<file path="src/rtl/riscv_axi_pkg.sv">
// Shared types and constants for the core-to-AXI4-Lite memory bridge.
package riscv_axi_pkg;

    typedef enum logic [2:0] {
        ST_IDLE,
        ST_WR_REQ,
        ST_WR_RESP,
        ST_RD_ADDR,
        ST_RD_DATA,
        ST_DONE
    } state_e;

    typedef enum logic [1:0] {
        OWN_DW = 2'd0,
        OWN_DR = 2'd1,
        OWN_IR = 2'd2
    } owner_e;

    localparam logic [1:0] AXI_RESP_OKAY   = 2'b00;
    localparam logic [1:0] AXI_RESP_EXOKAY = 2'b01;
    localparam logic [1:0] AXI_RESP_SLVERR = 2'b10;
    localparam logic [1:0] AXI_RESP_DECERR = 2'b11;

    localparam logic [2:0] PROT_DATA  = 3'b000;
    localparam logic [2:0] PROT_INSTR = 3'b100;

    function automatic logic resp_is_err(input logic [1:0] resp);
        logic err;
        case (resp)
            AXI_RESP_OKAY, AXI_RESP_EXOKAY:   err = 1'b0;
            AXI_RESP_SLVERR, AXI_RESP_DECERR: err = 1'b1;
            default:                          err = 1'b0;
        endcase
        return err;
    endfunction

endpackage

</file>
<file path="src/rtl/riscv_axi_bridge_arb.sv">
// Fixed-priority grant between the three cache requesters:
// dcache write > dcache read > icache read.
module riscv_axi_bridge_arb
    import riscv_axi_pkg::*;
(
    input  logic   dw_valid_i,
    input  logic   dr_valid_i,
    input  logic   ir_valid_i,
    output logic   grant_o,
    output owner_e owner_o
);

    always_comb begin
        grant_o = dw_valid_i | dr_valid_i | ir_valid_i;
        owner_o = OWN_DW;
        if (dw_valid_i)      owner_o = OWN_DW;
        else if (dr_valid_i) owner_o = OWN_DR;
        else if (ir_valid_i) owner_o = OWN_IR;
    end

endmodule

</file>
<file path="src/rtl/riscv_axi_bridge.sv">
// Bridges the level-request / pulse-done cache ports onto one AXI4-Lite master,
// one transaction at a time.
module riscv_axi_bridge
    import riscv_axi_pkg::*;
#(
    parameter int ADDR_W = 64,
    parameter int DATA_W = 64
) (
    input  logic                  i_riscv_axi_bridge_clk,
    input  logic                  i_riscv_axi_bridge_rst_n,
    input  logic [ADDR_W-1:0]     i_dcache_raddr,
    input  logic                  i_dcache_raddr_valid,
    output logic                  o_dcache_rready,
    output logic [DATA_W-1:0]     o_dcache_rdata,
    input  logic [ADDR_W-1:0]     i_dcache_waddr,
    input  logic [DATA_W-1:0]     i_dcache_wdata,
    input  logic [DATA_W/8-1:0]   i_dcache_wstrb,
    input  logic                  i_dcache_wvalid,
    output logic                  o_dcache_wresp,
    input  logic [ADDR_W-1:0]     i_icache_raddr,
    input  logic                  i_icache_raddr_valid,
    output logic                  o_icache_rready,
    output logic [DATA_W-1:0]     o_icache_rdata,
    output logic                  o_bus_err,
    output logic [ADDR_W-1:0]     o_awaddr,
    output logic [2:0]            o_awprot,
    output logic                  o_awvalid,
    input  logic                  i_awready,
    output logic [DATA_W-1:0]     o_wdata,
    output logic [DATA_W/8-1:0]   o_wstrb,
    output logic                  o_wvalid,
    input  logic                  i_wready,
    input  logic [1:0]            i_bresp,
    input  logic                  i_bvalid,
    output logic                  o_bready,
    output logic [ADDR_W-1:0]     o_araddr,
    output logic [2:0]            o_arprot,
    output logic                  o_arvalid,
    input  logic                  i_arready,
    input  logic [DATA_W-1:0]     i_rdata,
    input  logic [1:0]            i_rresp,
    input  logic                  i_rvalid,
    output logic                  o_rready
);

    state_e                state_q;
    owner_e                owner_q;
    owner_e                grant_owner;
    logic                  grant;
    logic                  aw_done_q, w_done_q;
    logic                  awvalid_q, wvalid_q, bready_q, arvalid_q, rready_q;
    logic [ADDR_W-1:0]     awaddr_q, araddr_q;
    logic [DATA_W-1:0]     wdata_q, rdata_q;
    logic [DATA_W/8-1:0]   wstrb_q;
    logic [2:0]            arprot_q;
    logic                  dw_done_q, dr_done_q, ir_done_q, bus_err_q;
    logic                  aw_hs, w_hs;

    riscv_axi_bridge_arb u_arb (
        .dw_valid_i (i_dcache_wvalid),
        .dr_valid_i (i_dcache_raddr_valid),
        .ir_valid_i (i_icache_raddr_valid),
        .grant_o    (grant),
        .owner_o    (grant_owner)
    );

    assign aw_hs = awvalid_q & i_awready;
    assign w_hs  = wvalid_q & i_wready;

    always_ff @(posedge i_riscv_axi_bridge_clk) begin
        if (!i_riscv_axi_bridge_rst_n) begin
            state_q   <= ST_IDLE;
            owner_q   <= OWN_DW;
            aw_done_q <= 1'b0;
            w_done_q  <= 1'b0;
            awvalid_q <= 1'b0;
            wvalid_q  <= 1'b0;
            bready_q  <= 1'b0;
            arvalid_q <= 1'b0;
            rready_q  <= 1'b0;
            awaddr_q  <= '0;
            araddr_q  <= '0;
            wdata_q   <= '0;
            wstrb_q   <= '0;
            arprot_q  <= PROT_DATA;
            rdata_q   <= '0;
            dw_done_q <= 1'b0;
            dr_done_q <= 1'b0;
            ir_done_q <= 1'b0;
            bus_err_q <= 1'b0;
        end else begin
            case (state_q)
                ST_IDLE: begin
                    if (grant) begin
                        owner_q <= grant_owner;
                        case (grant_owner)
                            OWN_DW: begin
                                awaddr_q  <= i_dcache_waddr;
                                wdata_q   <= i_dcache_wdata;
                                wstrb_q   <= i_dcache_wstrb;
                                awvalid_q <= 1'b1;
                                wvalid_q  <= 1'b1;
                                aw_done_q <= 1'b0;
                                w_done_q  <= 1'b0;
                                state_q   <= ST_WR_REQ;
                            end
                            OWN_DR: begin
                                araddr_q  <= i_dcache_raddr;
                                arprot_q  <= PROT_DATA;
                                arvalid_q <= 1'b1;
                                state_q   <= ST_RD_ADDR;
                            end
                            default: begin
                                araddr_q  <= i_icache_raddr;
                                arprot_q  <= PROT_INSTR;
                                arvalid_q <= 1'b1;
                                state_q   <= ST_RD_ADDR;
                            end
                        endcase
                    end
                end
                // AW and W complete independently; leave once both have.
                ST_WR_REQ: begin
                    if (aw_hs) begin
                        awvalid_q <= 1'b0;
                        aw_done_q <= 1'b1;
                    end
                    if (w_hs) begin
                        wvalid_q <= 1'b0;
                        w_done_q <= 1'b1;
                    end
                    if ((aw_done_q || aw_hs) && (w_done_q || w_hs)) begin
                        bready_q <= 1'b1;
                        state_q  <= ST_WR_RESP;
                    end
                end
                ST_WR_RESP: begin
                    if (i_bvalid) begin
                        bready_q  <= 1'b0;
                        bus_err_q <= resp_is_err(i_bresp);
                        dw_done_q <= 1'b1;
                        state_q   <= ST_DONE;
                    end
                end
                ST_RD_ADDR: begin
                    if (i_arready) begin
                        arvalid_q <= 1'b0;
                        rready_q  <= 1'b1;
                        state_q   <= ST_RD_DATA;
                    end
                end
                ST_RD_DATA: begin
                    if (i_rvalid) begin
                        rready_q  <= 1'b0;
                        rdata_q   <= i_rdata;
                        bus_err_q <= resp_is_err(i_rresp);
                        if (owner_q == OWN_IR) ir_done_q <= 1'b1;
                        else                   dr_done_q <= 1'b1;
                        state_q   <= ST_DONE;
                    end
                end
                ST_DONE: begin
                    dw_done_q <= 1'b0;
                    dr_done_q <= 1'b0;
                    ir_done_q <= 1'b0;
                    bus_err_q <= 1'b0;
                    state_q   <= ST_IDLE;
                end
                default: state_q <= ST_IDLE;
            endcase
        end
    end

    assign o_awaddr        = awaddr_q;
    assign o_awprot        = PROT_DATA;
    assign o_awvalid       = awvalid_q;
    assign o_wdata         = wdata_q;
    assign o_wstrb         = wstrb_q;
    assign o_wvalid        = wvalid_q;
    assign o_bready        = bready_q;
    assign o_araddr        = araddr_q;
    assign o_arprot        = arprot_q;
    assign o_arvalid       = arvalid_q;
    assign o_rready        = rready_q;
    assign o_dcache_rready = dr_done_q;
    assign o_dcache_rdata  = rdata_q;
    assign o_icache_rready = ir_done_q;
    assign o_icache_rdata  = rdata_q;
    assign o_dcache_wresp  = dw_done_q;
    assign o_bus_err       = bus_err_q;

endmodule

</file>
<file path="config.mk">
export PLATFORM = sky130hd
export DESIGN_NAME = riscv_axi_bridge
export DESIGN_NICKNAME = d
export VERILOG_FILES = /design/src/rtl/riscv_axi_pkg.sv /design/src/rtl/riscv_axi_bridge_arb.sv /design/src/rtl/riscv_axi_bridge.sv
export SDC_FILE = /design/constraint.sdc
export NUM_CORES = 1
export LEC_CHECK = 0
export CAP_MARGIN = 40
export CELL_PAD_IN_SITES_DETAIL_PLACEMENT = 2
export CELL_PAD_IN_SITES_GLOBAL_PLACEMENT = 2
export CORE_AREA = 2 2 269 271
export CTS_BUF_LIST = sky130_fd_sc_hd__clkbuf_2 sky130_fd_sc_hd__clkbuf_4 sky130_fd_sc_hd__clkbuf_8
export DETAILED_ROUTE_END_ITERATION = 8
export DIE_AREA = 0 0 271 273
export HOLD_SLACK_MARGIN = 0.05
export PLACE_DENSITY_LB_ADDON = 0.05
export SYNTH_ARGS = -nofsm -noshare
export SYNTH_HDL_FRONTEND = slang
export SYNTH_SLANG_ARGS = --single-unit
</file>
<file path="constraint.sdc">
create_clock -name i_riscv_axi_bridge_clk -period 2.5 [get_ports i_riscv_axi_bridge_clk]
set_clock_uncertainty 0.15 [all_clocks]
set_input_delay 0.75 -clock i_riscv_axi_bridge_clk [delete_from_list [all_inputs] [get_ports i_riscv_axi_bridge_clk]]
set_output_delay 0.75 -clock i_riscv_axi_bridge_clk [all_outputs]
set_load 0.02 [all_outputs]
</file>
# ---- Word-level counts from Yosys, hierarchy flattened
# Index checks and enable logic that the tools add are counted.
dict set report op_classes {
  add_sub_neg 0
  n_mul 0
  div 0
  magnitude_cmp 0
  n_eq_ne 24
  n_shift 0
  muxes 47
  bitwise_logic 5
  n_reduce_logical 32
}
# operator n
set ops {}
lappend ops {{$pmux 64 s2} 1}
lappend ops {{$pmux 1 s2} 12}
lappend ops {{$mux 1} 22}
lappend ops {{$reduce_and 3->1} 7}
lappend ops {{$ne 2x2->1 const B} 10}
lappend ops {{$mux 3} 5}
lappend ops {{$pmux 3 s5} 1}
lappend ops {{$reduce_and 4->1} 3}
lappend ops {{$reduce_bool 2->1} 6}
lappend ops {{$eq 2x2->1 const B} 5}
lappend ops {{$mux 2} 4}
lappend ops {{$reduce_or 2->1} 4}
lappend ops {{$eq 2x1->1 const B} 3}
lappend ops {{$eq 3x2->1 const B} 2}
lappend ops {{$eq 3x3->1 const B} 2}
lappend ops {{$logic_not 2->1} 3}
lappend ops {{$pmux 3 s2} 1}
lappend ops {{$reduce_and 2->1} 3}
lappend ops {{$reduce_and 5->1} 1}
lappend ops {{$eq 3x1->1 const B} 1}
lappend ops {{$logic_not 3->1} 1}
lappend ops {{$pmux 1 s3} 1}
lappend ops {{$reduce_bool 3->1} 1}
lappend ops {{$and 1x1->1} 2}
lappend ops {{5 further kinds} 7}
dict set report totals {
  ff_bits 283
  latchBits 0
  ramBits 0
  rom_bits 0
  in_bits 342
  out_inout_bits 343
  elab_cells 127
  n_memories 0
}

# ---- Logic depth before layout (Yosys ltp)
# Gate-level depths: netlist of the first run.
dict set report logic_depth {
  word_depth 7
  depth_mapped 7
  mapped_depth_nobuf 4
}

# ---- Hierarchy
# From an unflattened synthesis of the first run, not the netlist that was laid out.
dict set report unflattened {
  cells_unflattened 1325
  hier_area_um2 11564.8
}
# mod instances cells_each area_per_inst_um2 seq_area_each_um2
set modules_own_cells {}
lappend modules_own_cells {riscv_axi_bridge 1 1322 11544.8 5625.4}
lappend modules_own_cells {riscv_axi_bridge_arb 1 3 20.0 0.0}

# ---- Worst setup path after synthesis of the first run
# No wires, ideal clock.
dict set report synth_path {
  path_type {input to register}
  start {input port i_dcache_wvalid}
  end {register wdata_q[57] (netlist: o_wdata[57])}
  setup_time_ns 0.071
  arrival_ns 1.904
  required_time_ns 2.279
  setup_slack_ns 0.376
  stages 7
  n_path_buf 3
  path_cell_list {or3b_1 > clkbuf_1 > nor2_4 > buf_2 > buf_4 > nand2_1 > a21oi_1}
}
dict set report synth_between {
  elab_chain_cells 3
  word_cells_on_any_way 5
  cone_classes {1 x mux; 2 x bitwise; 2 x reduce/logical}
}
# element line_no
set synth_rtl {}
lappend synth_rtl {{from (decl)} riscv_axi_bridge.sv:18} ;# input logic i_dcache_wvalid,
lappend synth_rtl {{$or 1x1->1 or $mux 2 (tied branches)} {riscv_axi_bridge_arb.sv:14, riscv_axi_bridge_arb.sv:16}}
lappend synth_rtl {{$or 1x1->1 or $logic_not 2->1 (tied branches)} {riscv_axi_bridge_arb.sv:14, riscv_axi_bridge.sv:96}}
lappend synth_rtl {{$reduce_and 3->1 (no source line) *} -}
lappend synth_rtl {{to (signal assigned)} riscv_axi_bridge.sv:99} ;# wdata_q <= i_dcache_wdata;
lappend synth_rtl {{to (decl)} riscv_axi_bridge.sv:53} ;# logic [DATA_W-1:0] wdata_q, rdata_q;
# Every way passes the cells marked *; elsewhere a longest branch is shown, timed or not.
# A chain may end at the register's enable or synchronous reset.

# ---- Final worst setup path of the first run
dict set report layout_path {
  start {register awvalid_q (netlist: o_awvalid)}
  end {output port o_awvalid}
}
# element line_no
set layout_lines {}
lappend layout_lines {{from (decl)} riscv_axi_bridge.sv:51} ;# logic awvalid_q, wvalid_q, bready_q, arvalid_q, rready_q;
lappend layout_lines {{from (signal assigned)} riscv_axi_bridge.sv:76} ;# awvalid_q <= 1'b0;
lappend layout_lines {{from (signal assigned)} riscv_axi_bridge.sv:101} ;# awvalid_q <= 1'b1;
lappend layout_lines {{from (signal assigned)} riscv_axi_bridge.sv:125} ;# awvalid_q <= 1'b0;
lappend layout_lines {{to (decl)} riscv_axi_bridge.sv:27} ;# output logic o_awvalid,
# No word-level cell between the ends.

==> impl_metrics.toml, run 1 <==
[run_status]
outcome = "finished, final reports clean"

[global_route]
grt_pass1_vias = 12960
grtUsageTotal = 0.1549
grt_max_degree = 65
overflow = 0
grt_pass1_wl_mm = 85.99
antenna_found_initial = 12

[yosys]
synth-seq-area-share = 0.5048
synth-edff-count = 0
yosysUniqueCellTypes = 34
synth.ff_latch_count = 281
yosys.area.top_type_share = 0.5048
yosysMostFrequentCell = "nand2_1"
synthCells = 1329
yosysTopAreaCell = "dfxtp_1"
synth_area_leaders = "dfxtp_1 (50%), nand2_1 (14%), a21oi_1 (9.7%), mux2i_1 (5.8%), buf_4 (5.3%)"
yosysWarningCount = 0
netlist_top_cells_count = "nand2_1 (414), dfxtp_1 (281), a21oi_1 (217)"
synthArstFlopShare = 0
avgSynthCellArea_sq_um = 8.386
ys.flop_type = "dfxtp_1"
synthesis.area_sq_um = 11140

[critical_path]
cp_max_fo = 5
path_cells = "clkdlybuf4s15_1"
arrival_ns = 1.46
crit_type = "reg -> out"
worst-path-buf-inv = 1
crit_family = "flip-flops"
cp.required_ns = 1.60
crit_path_max_incr_delay_ns = 0.41
end_kind = "output pin"
startpoint_type = "flip-flop"
crit_path_top_delay_cell = "dfxtp_1"

[placed_design]
gp_congestion = 0.7694
dp.cells = 2867
dpl.hpwl_mm = 45.96
io_buffers = 677

[routing]
first_pass_iters = 4
via_count = 11830
ant_nets = 0
wl_per_cell_microns = 20.02
wl_mm = 59.64
routed_via_density = 3.971
drtIter0Drc = 283
drc = 0

[floorplanning]
core_area_sq_um = 71000
dieArea_sq_um = 73980
die_h_microns = 273
rows = 98
ios = 685
fp.dieW_microns = 271
start_util = 0.1570

[final_layout]
instances_no_fill = 2979
fill_cells = 8100
nets = 2321
layout-drive-gt1-share = 0.1146
areaGrowthSynthToFinish_pct = 79.58

[sta]
hold_violations = 0
rsz0062_at_grt = "false"
setup_tns_ns = 0
post-route-min-period_ns = 2.362
setup_viol = 0
slew_headroom = 0.5127
fin_crit_sh = 0.9448
tightest_slew_ns = 0.7254
hold_ws_ns = 0.3016
drv_slew = 0
clock.fmax_mhz = 423.4

[power]
powerDensity_nw_per_um2 = 882.5
p_leak_nw = 8.663
fin_total_pwr_w = 0.01766
ir_drop_mv = 0.3663

[cts]
cts_root_buf = "clkbuf_8"
cts_tree = "yes"
clkSinkCount = 281
clkLatencyLatePin_ns = 0.65
post_cts_buffers = 0
clockBufferDepth = 3
h-tree-depth = 2
clkTransAtPathRegs_ns = 0.06
cts_made_buffers = 60

[flow_run]
drv_cap = 0

[min_path]
hold_path_class = "reg -> reg"
[flip-flops by register name, summed over array words and instances, names as in the netlist, 2 cells and up]
name            cells
o_wstrb             8
o_wdata            64
o_dcache_rdata     64
state_q             3
owner_q             2
o_awaddr           64
o_araddr           64
[report_power, final]
group	leakage, nW	internal, W	switching (W)
logic	5.68	0.00259	0.00391
registers	2.29	0.00532	0.000451
clock network	0.689	0.00316	0.00223
total	8.66	0.0111	0.00659
[final cells by class]
cell class                 count  area [sq um]  area share
antenna                        4         10.01   0.0005002
clock buffer                 105          1276     0.06377
clock inverter                 3         20.02    0.001000
inverter                       5         26.28    0.001313
multi-input combinational    879          4574      0.2286
sequential                   281          5625      0.2811
tap                          950          1189     0.05939
timing repair buffer         752          7292      0.3644
[per-layer routing]
layer	routed length, microns	up-vias	GRT usage
li1	-	5639	-
met1	21070	5719	0.1530
met2	31920	352	0.2925
met3	5051	103	0.06265
met4	1503	16	0.05016
met5	96	-	0
[logic make-up after synthesis]
group	Yosys count	synth area share
flip-flops	281	0.5048
other	1	0.0003365
AND/OR/NAND/NOR	511	0.1785
multiplexers	65	0.05838
AO/OA/AOI/OAI	298	0.1701
buffers and inverters	173	0.08791
[per-stage QoR]
| stage | instance area (sq um) | setup WS (ns) | util |
|---|---|---|---|
| 3_5_place_dp | 19130 | -0.3765 | 0.2694 |
| 5_1_grt | 20010 | 0.005575 | 0.2819 |
| 3_3_place_gp | 19130 | -0.3320 | 0.2694 |
| 2_1_floorplan | 11160 | 0.3757 | - |
| 4_1_cts | 20000 | 0.02413 | 0.2817 |
| 6_report | 20010 | 0.1381 | 0.2819 |
[layout by cell type (no fill, tap or decap), drive strengths merged, types with 64 or more instances in the layout]
cell	Yosys	routed
nor2	77	77
dfxtp	281	281
clkbuf	57	105
mux2i	65	65
nand2	414	414
a21oi	217	217
buf	111	76
clkdlybuf4s50	0	339
dlygate4sd2	0	336
a211oi	64	64
[final timing paths]
kind	start	end	slack [ns]	cells past startpoint
worst min register to register	o_wdata[3]	o_wdata[3]	0.30	2
worst max register to register	state_q[1]	o_awaddr[26]	0.42	6
worst min-delay path	o_wdata[3]	o_wdata[3]	0.30	2
worst max-delay path	o_awvalid	o_awvalid	0.14	1
[worst min-delay path: stages (launching register included)]
cell and delay, ns:
dfxtp_1 0.30, nand2_1 0.05, a21oi_1 0.05
[what timing repair did]
action / CTS / global route
setup endpoints to repair: 337 / 1
hold buffers: 0 / 0
gates resized for setup: 337 / 1
Power figures use the tool's default switching activity.
==> run 2, diff against run 1 <==
CELL_PAD_IN_SITES_DETAIL_PLACEMENT = 0   (was 2)
CELL_PAD_IN_SITES_GLOBAL_PLACEMENT = 1   (was 2)
CORE_AREA = 2 2 266 268   (was 2 2 269 271)
DIE_AREA = 0 0 268 270   (was 0 0 271 273)
==> run 2 against run 1 <==
Via count down 3.7%. Final cell count is essentially flat. Worst setup slack got worse by 0.0075 ns. Sequential share of layout area is essentially flat. Highest routed layer unchanged.
==> impl_metrics.toml, run 2 (synthesis gave the netlist of run 1 again) <==
[run_status]
outcome = "finished, final reports clean"

[critical_path]
cp_max_fo = 5
rr_worst_depth = 6
startpoint_type = "flip-flop"
arrival_ns = 1.47
crit_family = "buffers and inverters"
rr_startpoint = "state_q[2]"
cp.required_ns = 1.60
worst-path-buf-inv = 1
path_cells = "dlygate4sd2_1"
rrSetupSlack_ns = 0.45
crit_type = "reg -> out"
end_kind = "output pin"
crit_path_max_incr_delay_ns = 0.41
crit_path_top_delay_cell = "dlygate4sd2_1"
rr_endpoint = "o_araddr[54]"

[final_layout]
nets = 2331
layout_commonest_cell = "nand2_1"
layout-drive-gt1-share = 0.1167
fill_cells = 7547
final_util = 0.2875
multiInputGateArea_sq_um = 4574
stdcell_area_sq_um = 19990
final_cell_mix = "nand2_1 (413), clkdlybuf4s50_1 (339), dlygate4sd2_1 (338)"
areaGrowthSynthToFinish_pct = 79.40
regArea_sq_um = 5625

[power]
power_frac_seq = 0.328
switching_share = 0.3710
p_leak_nw = 8.680
powerDensity_nw_per_um2 = 879.0
p_switching_w = 0.006520
ir_drop_mv = 0.4438
fin_total_pwr_w = 0.01757
combPwrFrac = 0.374
clkPwrFrac = 0.298
internal_power_w = 0.01105

[sta]
rsz0062_at_grt = "false"
setup_viol = 0
fin_crit_sh = 0.9478
clock.fmax_mhz = 422.0
post-route-min-period_ns = 2.369
hold_violations = 0
hold_ws_ns = 0.2982
drv_slew = 0

[cts]
clkTransAtPathRegs_ns = 0.06
cts_root_buf = "clkbuf_8"
cts_made_buffers = 58
clkSinkCount = 281
cts_tree = "yes"
clkLatencyLatePin_ns = 0.67
h-tree-depth = 2
clockBufferDepth = 3
ctsHoldBuffers = 0

[routing]
first_pass_iters = 4
drc = 0
drtIter0Drc = 327
wl_mm = 55.02
wl_per_cell_microns = 18.48
routed_via_density = 3.826
via_count = 11400
ant_nets = 0

[global_route]
grtUsageTotal = 0.1472
grt_pass1_wl_mm = 78.88
antenna_found_initial = 14
overflow = 0
grt_max_degree = 65
grt_pass1_vias = 11620

[flow_run]
drv_cap = 0

[floorplanning]
dieArea_sq_um = 72360
die_h_microns = 270
fp.dieW_microns = 268
ios = 685
rows = 97
start_util = 0.1603
core_area_sq_um = 69540

[min_path]
hold_end = "o_awaddr[62]"
hold_path_class = "reg -> reg"
hold_depth = 2
hold_path_startpoint = "o_awaddr[62]"

[placed_design]
io_buffers = 677
place_area_sq_um = 19160
dpl.hpwl_mm = 41.52
gp_congestion = 0.7398
## run 2: timing repair
| item | CTS | global route |
|---|---|---|
| resized for setup | 338 | 0 |
| buffers inserted | 0 | 0 |
| setup endpoints to repair | 338 | 0 |
## run 2: area by class of cell
| type | count | share of cell area |
|---|---|---|
| repair buffers | 764 | 0.3667 |
| flip-flops and latches | 281 | 0.2814 |
| multi-input cells | 879 | 0.2288 |
| well taps | 940 | 0.05883 |
| clock buffers | 96 | 0.05826 |
| clock inverters | 6 | 0.003818 |
| inverters | 5 | 0.001314 |
| diodes | 7 | 0.0008762 |
## run 2: routing by layer
| metal | track usage | vias up | part of all wire |
|---|---|---|---|
| met5 | 0 | - | 0.0016 |
| met4 | 0.05954 | 14 | 0.033 |
| met3 | 0.05635 | 107 | 0.084 |
| met2 | 0.2660 | 370 | 0.52 |
| met1 | 0.1509 | 5217 | 0.36 |
| li1 | - | 5687 | - |
## run 2: power groups by stage
stage	Clock, W	Combinational (W)	Sequential, W
after floorplan	0	0.00256	0.00680
after global placement	0	0.00733	0.00587
after detailed placement	0	0.00734	0.00589
after CTS	0.00554	0.00678	0.00578
after global routing	0.00569	0.00718	0.00588
final	0.00524	0.00657	0.00577
## run 2: worst max-delay path by stage
stage,start,to,cells past startpoint
after floorplan,i_dcache_wvalid,o_wdata[57],7
after global placement,i_dcache_wvalid,o_araddr[46],8
after detailed placement,i_dcache_wvalid,o_araddr[46],8
after CTS,o_awvalid,o_awvalid,1
after global routing,o_arprot[2],o_arprot[2],1
final,o_wvalid,o_wvalid,1
## run 2: through the flow
step | TNS (ns) | setup slack (ns) | cells
after floorplan | 0 | 0.3757 | 1333
after global placement | -30.53 | -0.3330 | 2869
after detailed placement | -33.92 | -0.3225 | 2869
after CTS | 0 | 0.01372 | 2971
after global routing | 0 | 0.005447 | 2976
final | 0 | 0.1306 | 2978
==> run 3, diff against run 2 <==
CTS_CLUSTER_SIZE = 28   (was default)
==> results of run 3 <==
The final DEF is identical to that of run 2; final timing and power are the same.
